**src/rtl/rom_port_arbiter.sv**
```systemverilog
// rom_port_arbiter
// Shares one combinational program-ROM read port between the instruction
// fetch unit (port 0) and the debug/loader port (port 1). Fetch has priority,
// but debug is forced through after MAX_WAIT consecutive lost cycles.
// Each grant produces a one-cycle registered response on the winning port,
// with out-of-range addresses returning zero data and an error flag.
// A saturating counter records how many cycles both ports requested.

module rom_port_arbiter #(
   parameter int ADDR_W   = 16,
   parameter int DATA_W   = 16,
   parameter int DEPTH    = 1024,
   parameter int MAX_WAIT = 4
) (
   input  logic              clk,
   input  logic              rst_n,
   input  logic              f_req,
   input  logic [ADDR_W-1:0] f_addr,
   output logic              f_gnt,
   output logic              f_valid,
   output logic [DATA_W-1:0] f_data,
   output logic              f_err,
   input  logic              d_req,
   input  logic [ADDR_W-1:0] d_addr,
   output logic              d_gnt,
   output logic              d_valid,
   output logic [DATA_W-1:0] d_data,
   output logic              d_err,
   output logic [ADDR_W-1:0] rom_addr,
   input  logic [DATA_W-1:0] rom_data,
   input  logic              cnt_clr,
   output logic [15:0]       conflict_cnt
);

   localparam int NP = 2;
   // One extra bit so a DEPTH equal to the full address space still compares correctly.
   localparam logic [ADDR_W:0] DEPTH_X    = (ADDR_W+1)'(DEPTH);
   localparam logic [3:0]      MAX_WAIT_X = 4'(MAX_WAIT);

   logic [NP-1:0]     req;
   logic [ADDR_W-1:0] addr [NP];
   logic [NP-1:0]     gnt;
   logic [NP-1:0]     oor;

   logic              valid_reg [NP];
   logic [DATA_W-1:0] data_reg  [NP];
   logic              err_reg   [NP];

   logic [3:0]  wcnt_reg, wcnt_next;
   logic        force_d;
   logic [15:0] conflict_reg, conflict_next;

   assign req     = {d_req, f_req};
   assign addr[0] = f_addr;
   assign addr[1] = d_addr;

   // Debug has waited long enough: it takes the next contended cycle.
   assign force_d = (wcnt_reg == MAX_WAIT_X);

   // Grant decision: a lone requester wins, fetch wins contention unless debug is forced; nothing during reset.
   always_comb begin
      gnt = '0;
      if (rst_n) begin
         if (f_req && d_req) begin
            if (force_d) begin
               gnt[1] = 1'b1;
            end else begin
               gnt[0] = 1'b1;
            end
         end else begin
            gnt = req;
         end
      end
   end

   // ROM address follows the winner, zero when idle.
   always_comb begin
      rom_addr = '0;
      if (gnt[0]) begin
         rom_addr = f_addr;
      end else if (gnt[1]) begin
         rom_addr = d_addr;
      end
   end

   // Per-port response registers; only the granted port captures, the other drops valid and holds data/err.
   genvar gi;
   generate
      for (gi = 0; gi < NP; gi++) begin : g_port
         // Full-width range check, no truncation to the ROM index width.
         assign oor[gi] = ({1'b0, addr[gi]} >= DEPTH_X);

         // Capture the ROM word (or zero on out-of-range) on a grant edge.
         always_ff @(posedge clk or negedge rst_n) begin
            if (!rst_n) begin
               valid_reg[gi] <= 1'b0;
               data_reg[gi]  <= '0;
               err_reg[gi]   <= 1'b0;
            end else if (gnt[gi]) begin
               valid_reg[gi] <= 1'b1;
               data_reg[gi]  <= oor[gi] ? '0 : rom_data;
               err_reg[gi]   <= oor[gi];
            end else begin
               valid_reg[gi] <= 1'b0;
            end
         end
      end
   endgenerate

   assign f_gnt   = gnt[0];
   assign d_gnt   = gnt[1];
   assign f_valid = valid_reg[0];
   assign f_data  = data_reg[0];
   assign f_err   = err_reg[0];
   assign d_valid = valid_reg[1];
   assign d_data  = data_reg[1];
   assign d_err   = err_reg[1];

   // Debug wait counter: cleared on a debug grant or when debug is idle, saturating while debug loses.
   always_comb begin
      wcnt_next = wcnt_reg;
      if (gnt[1]) begin
         wcnt_next = 4'd0;
      end else if (d_req) begin
         if (wcnt_reg != MAX_WAIT_X) begin
            wcnt_next = wcnt_reg + 4'd1;
         end
      end else begin
         wcnt_next = 4'd0;
      end
   end

   // Contention profiling counter: clear wins over increment, saturates at all-ones.
   always_comb begin
      conflict_next = conflict_reg;
      if (cnt_clr) begin
         conflict_next = 16'd0;
      end else if (f_req && d_req && (conflict_reg != 16'hFFFF)) begin
         conflict_next = conflict_reg + 16'd1;
      end
   end

   // Arbitration and profiling state registers.
   always_ff @(posedge clk or negedge rst_n) begin
      if (!rst_n) begin
         wcnt_reg     <= 4'd0;
         conflict_reg <= 16'd0;
      end else begin
         wcnt_reg     <= wcnt_next;
         conflict_reg <= conflict_next;
      end
   end

   assign conflict_cnt = conflict_reg;

endmodule

```
**config.mk**
```make
export PLATFORM = sky130hd
export DESIGN_NAME = rom_port_arbiter
export DESIGN_NICKNAME = d
export VERILOG_FILES = /design/src/rtl/rom_port_arbiter.sv
export SDC_FILE = /design/constraint.sdc
export NUM_CORES = 1
export LEC_CHECK = 0
export ABC_AREA = 1
export CAP_MARGIN = 20
export CORE_ASPECT_RATIO = 1.5
export CORE_MARGIN = 2
export CORE_UTILIZATION = 45
export DETAILED_ROUTE_END_ITERATION = 10
export PLACE_DENSITY = 0.88
export RECOVER_POWER = 25
export SLEW_MARGIN = 20
export SYNTH_ARGS = -nofsm -noshare
export SYNTH_HDL_FRONTEND = slang
export SYNTH_SLANG_ARGS = --single-unit
export TNS_END_PERCENT = 10
```
**constraint.sdc**
```tcl
create_clock -name clk -period 2.9 [get_ports clk]
set_input_delay 0.58 -clock clk [delete_from_list [all_inputs] [get_ports clk]]
set_output_delay 0.58 -clock clk [all_outputs]
set_load 0.005 [all_outputs]
```
# After elaboration in Yosys (flattened, before gate mapping)
# Cells that the tools add are included.
word_totals:
  mem_count: 0
  output_inout_bits: 70
  rom_bits: 0
  latchBits: 0
  inputBits: 53
  word_cells: 34
  mem_bits_rw: 0
  register_bits: 56
op_classes:
  n_reduce_logical: 3
  eq_ne: 4
  order_cmp: 2
  bitwise_logic: 0
  multipliers: 0
  n_div: 0
  n_shift: 0
  muxes: 15
  addsub: 2
ops:
  columns: ["operator", "n"]
  rows:
  - ["two-way mux 16 bit", 6]
  - ["greater-or-equal comparator 16 x 11 -> 1 bit, second input constant", 2]
  - ["adder 16 x 1 -> 16 bit, second input constant", 1]
  - ["inequality test 16 bit, second input constant", 1]
  - ["two-way mux 4 bit", 3]
  - ["adder 4 x 1 -> 4 bit, second input constant", 1]
  - ["== test 4 x 3 -> 1 bit, second input constant", 1]
  - ["two-way mux 1 bit", 4]
  - ["two-way mux 2 bit", 2]
  - ["inequality test 4 x 3 -> 1 bit, second input constant", 1]
  - ["inequality test 3 x 1 -> 1 bit, second input constant", 1]
  - ["logical AND 1 bit", 2]
  - ["nonzero test 2 bit", 1]

# Longest topological paths before layout
logic_depth:
  word_depth: 6
  depth_mapped: 10
  depth_no_buf: 9

# Worst setup path after synthesis
# OpenSTA, ideal clock, no wires.
synth_path:
  kind: "flip-flop to output port"
  from: "register wcnt_reg[0]"
  to: "output port rom_addr[11]"
  stages_incl_launch_ff: 8
  slack_ps: 881
  t_arrival_ps: 1439
  t_required_ps: 2320
  path_buffers: 1
  path_cell_list: "dfrtp_1 -> inv_1 -> ha_1 -> nand4_1 -> nand2_1 -> inv_1 -> buf_1 -> a22o_1"
synth_between:
  elab_cells_between_ends: 7
  classes_between: "1 x eq/ne; 6 x mux"
synth_lines:
  columns: ["item", "line_no", "rtl"]
  rows:
  - ["start: declaration", "49", "logic [3:0] wcnt_reg, wcnt_next;"]
  - ["start signal: assignment", "149", "wcnt_reg <= wcnt_next;"]
  - ["== test 4 x 3 -> 1 bit", "58", "assign force_d = (wcnt_reg == MAX_WAIT_X);"]
  - ["two-way mux 1 bit", "65", "if (force_d) begin"]
  - ["two-way mux 2 bit", "64", "if (f_req && d_req) begin"]
  - ["two-way mux 2 bit", "63", "if (rst_n) begin"]
  - ["net f_gnt", "19", "output logic f_gnt,"]
  - ["two-way mux 16 bit", "79", "if (gnt[0]) begin"]
  - ["end: declaration", "29", "output logic [ADDR_W-1:0] rom_addr,"]
# The timed path passes the listed nets, and every way through them passes these cells.

# Worst setup path in the final report
layout_path:
  from: "register wcnt_reg[0]"
  to: "output port rom_addr[14]"
layout_between:
  elab_chain_len: 6
  elab_cells_between_ends: 7
  classes_between: "1 x eq/ne; 6 x mux"
layout_rtl:
  columns: ["item", "line_no", "rtl"]
  rows:
  - ["== test 4 x 3 -> 1 bit *", "58", null]
  - ["two-way mux 1 bit", "65", null]
  - ["two-way mux 2 bit *", "64", null]
  - ["two-way mux 2 bit *", "63", null]
  - ["two-way mux 16 bit", "81", "end else if (gnt[1]) begin"]
  - ["two-way mux 16 bit *", "79", null]
# Mark *: on every way between the ends. The rest lies on a longest branch, timed or not.

==> out/results.txt <==
Cells along the critical path: inv_1 -> ha_1 -> nand3_2 -> a21oi_4 -> inv_1 -> o22ai_1 -> clkdlybuf4s50_1
Mean Syn Cell Area: 8.24 um2
Post-detailed-placement half-perimeter wirelength: 6770 um
Num ports: 123
Clk slew on worst S/H paths: 0.10 ns
Final global-route overflow total: 0
Reg2reg start: wcnt_reg[0]
Layout overhead on the synthesized area: 53.5%
Hold Path Class: flip-flop to flip-flop
Area inside the core boundary: 6040 um2
Post-synthesis net count: 393
Power per cell area: 392 nW/um2
Count of final max-slew check failures: 0
Most used flip-flop cell after synthesis: sky130_fd_sc_hd__dfrtp_1
Count of maximum capacitance violations: 0
Startpoint of the lowest-slack hold path: d_err
Cell types with the highest counts after synthesis: sky130_fd_sc_hd__nand2_1, sky130_fd_sc_hd__dfrtp_1, sky130_fd_sc_hd__inv_1, sky130_fd_sc_hd__o21ai_0, sky130_fd_sc_hd__nor2_1
Run status: finished clean
Total Neg Setup Slack: 0 ns
Synth async-reset ratio: 1.00
Number of antenna violations at the first check in global routing: 0
Crit path max-delay family: buffers and inverters
Total power consumption of the routed design: 0.00167 W
Number of nets still failing antenna checks after routing: 0
Critical path launch point type: flip-flop
# diodes: 0
Number of distinct library cells after synthesis: 32
Post-synthesis cell type with the largest combined area: sky130_fd_sc_hd__dfrtp_1
Number of vias per cell: 5.44
Vertical die dimension: 100 um
Share of cells above drive strength 1: 0.0621
Net count reported at finish: 522
Clock insertion delay at the later pin of the skew report: 0.31 ns
Width of the chip: 68.2 um
Placer Congestion: 0.939
Fmax: 0.361 GHz
Drt first-iter violations: 236
Cts bufs inserted: 5
Worst hold endpoint: d_err
Shortest period the worst path allows: 2.77 ns
CTS tree: built
Synth warn: 0
DIE AREA: 6830 um2
Cell count of the worst hold path: 1
Quantity of I/O buffers inserted on ports: 122
Fraction of the yosys area taken by sequential cells: 0.505
CP dominant cell by count: sky130_fd_sc_hd__inv_1
Vias in the first global route: 2,984
Placement Rows: 35
Final clock period utilization by the worst path: 0.955
Root buffer cell: sky130_fd_sc_hd__clkbuf_8
Number of setup buffers added after CTS: 0
Max rail drop VDD: 0.360 mV
1st-pass router iterations: 5
Max Root-Sink Buffers: 2
First-pass GRT wire length: 14,200 um
Slew of the pin with the lowest slew margin: 1.41 ns
Dominant cells by area after synthesis: sky130_fd_sc_hd__dfrtp_1, sky130_fd_sc_hd__nand2_1, sky130_fd_sc_hd__o21ai_0, sky130_fd_sc_hd__inv_1, sky130_fd_sc_hd__a22o_1
Worst-path cell with the longest stage delay: sky130_fd_sc_hd__clkdlybuf4s50_1
Data required time at the worst endpoint: 2.32 ns
Capturing element type of the critical path: primary output
CTS HTree Levels: 2
Worst-case headroom to the max-slew limit: 0.0573
RSZ-0062 raised after global routing: true
Final setup fails: 0
Initial core utilization: 0.460
Worst-case clock skew: 0.00370 ns
Total GRT Usage: 0.277
Total Routed Length: 8800 um
Logic depth of the worst register-to-register path: 8
Per-cell routed wire length: 16.3 um
Number of enable flip-flop cells after synthesis: 0
Arr. time, crit path: 2.19 ns
Sink count of the clock tree: 56
Worst-path fanout max: 8
Placement-stage cell area: 4130 um2
Most repeated cell in the gate-level netlist after synthesis: sky130_fd_sc_hd__nand2_1
Vias after detailed routing: 2,944
Number of logic stages on the critical path including buffering: 7
Static leakage power: 1.96 nW
Total DRC errors in the routed layout: 0
Area of the mapped netlist: 2780 um2
Gate count after technology mapping: 337
Setup slack on the worst flop-to-flop path: 1.02 ns
Area share of the largest cell type after synthesis: 0.505
Delay of the slowest cell on the worst path: 0.53 ns
Final design area excluding fillers: 4260 um2
Maximum number of pins on one net before global-route repair: 58
Combined buffer and inverter count along the critical path: 3
Worst reg2reg endpoint: f_data[3]
Number of endpoints with negative hold slack in the final report: 0
Count of state elements after synthesis: 56
Worst Setup Path Type: flip-flop to primary output
## stage by stage
step / hold slack, ns / util / instances / setup slack [ns]
finish: 0.496 / 0.706 / 541 / 0.130
global route: 0.519 / 0.706 / 541 / -0.0141
CTS: 0.473 / 0.706 / 541 / 0.0368
detailed placement: 0.474 / 0.683 / 533 / -0.00853
global placement: 0.466 / 0.683 / 533 / 0.0419
floorplan: 0.284 / - / 337 / 0.881
## worst max path at each step
stage / endpoint / startpoint / slack, ns
after CTS: rom_addr[6] / f_req / 0.04
after detailed placement: rom_addr[6] / d_req / -0.009
after global placement: rom_addr[13] / d_req / 0.04
after global routing: rom_addr[15] / wcnt_reg[0] / -0.01
after floorplan: rom_addr[11] / wcnt_reg[0] / 0.88
final: rom_addr[14] / wcnt_reg[0] / 0.13
## report_power, final
part | leakage (nW) | internal (W) | switching [W]
Combinational | 1.13 | 0.000139 | 0.000111
Sequential | 0.767 | 0.000794 | 0.0000132
Clock | 0.0687 | 0.000348 | 0.000269
## cell families after synthesis
family	count (synthesis)	synth area share
xor+xnor	5	0.0158
buf+inv	54	0.0775
compound gates	61	0.139
simple gates	158	0.250
fa+ha+maj	3	0.0135
flops	56	0.505
## per-layer routing
| metal | vias up | GRT usage | part of all wire |
|---|---|---|---|
| met5 | - | 0 | 0 |
| met4 | 0 | 0.135 | 0.036 |
| met3 | 29 | 0.0987 | 0.098 |
| met2 | 171 | 0.468 | 0.51 |
| met1 | 1392 | 0.297 | 0.35 |
| li1 | 1352 | - | - |
## final cells by class
cell class	instances	area, um2
clock buffers	5	68.8
clock inverters	3	68.8
fillers	468	1780
inverters	43	163
multi-input cells	227	1160
flip-flops and latches	56	1400
well taps	74	92.6
repair buffers	133	1310
## placed cells by master, fill, tap and decap left out, drive strengths merged
| master | count |
|---|---|
| bufinv | 2 |
| ha | 3 |
| a21oi | 4 |
| clkdlybuf4s50 | 119 |
| nand4 | 14 |
| clkbuf | 7 |
| nand2 | 102 |
| o211ai | 1 |
| nor2 | 22 |
| o21ai | 37 |
| dlymetal6s2s | 1 |
| a22o | 11 |
| xor2 | 4 |
| or2 | 1 |
| dfrtp | 56 |
| nor3 | 3 |
| inv | 43 |
| o21bai | 2 |
| nand3 | 15 |
| o22ai | 4 |
| xnor2 | 1 |
| and3 | 1 |
| o21a | 2 |
| buf | 10 |
| dlygate4sd2 | 1 |
| clkinv | 1 |
## what timing repair did
action / CTS / global route
pin swaps: 0 / 0
endpoints found under the setup margin: 1 / 4
hold buffers: 0 / 0
gates resized for setup: 1 / 1
Power figures use the tool's default switching activity.
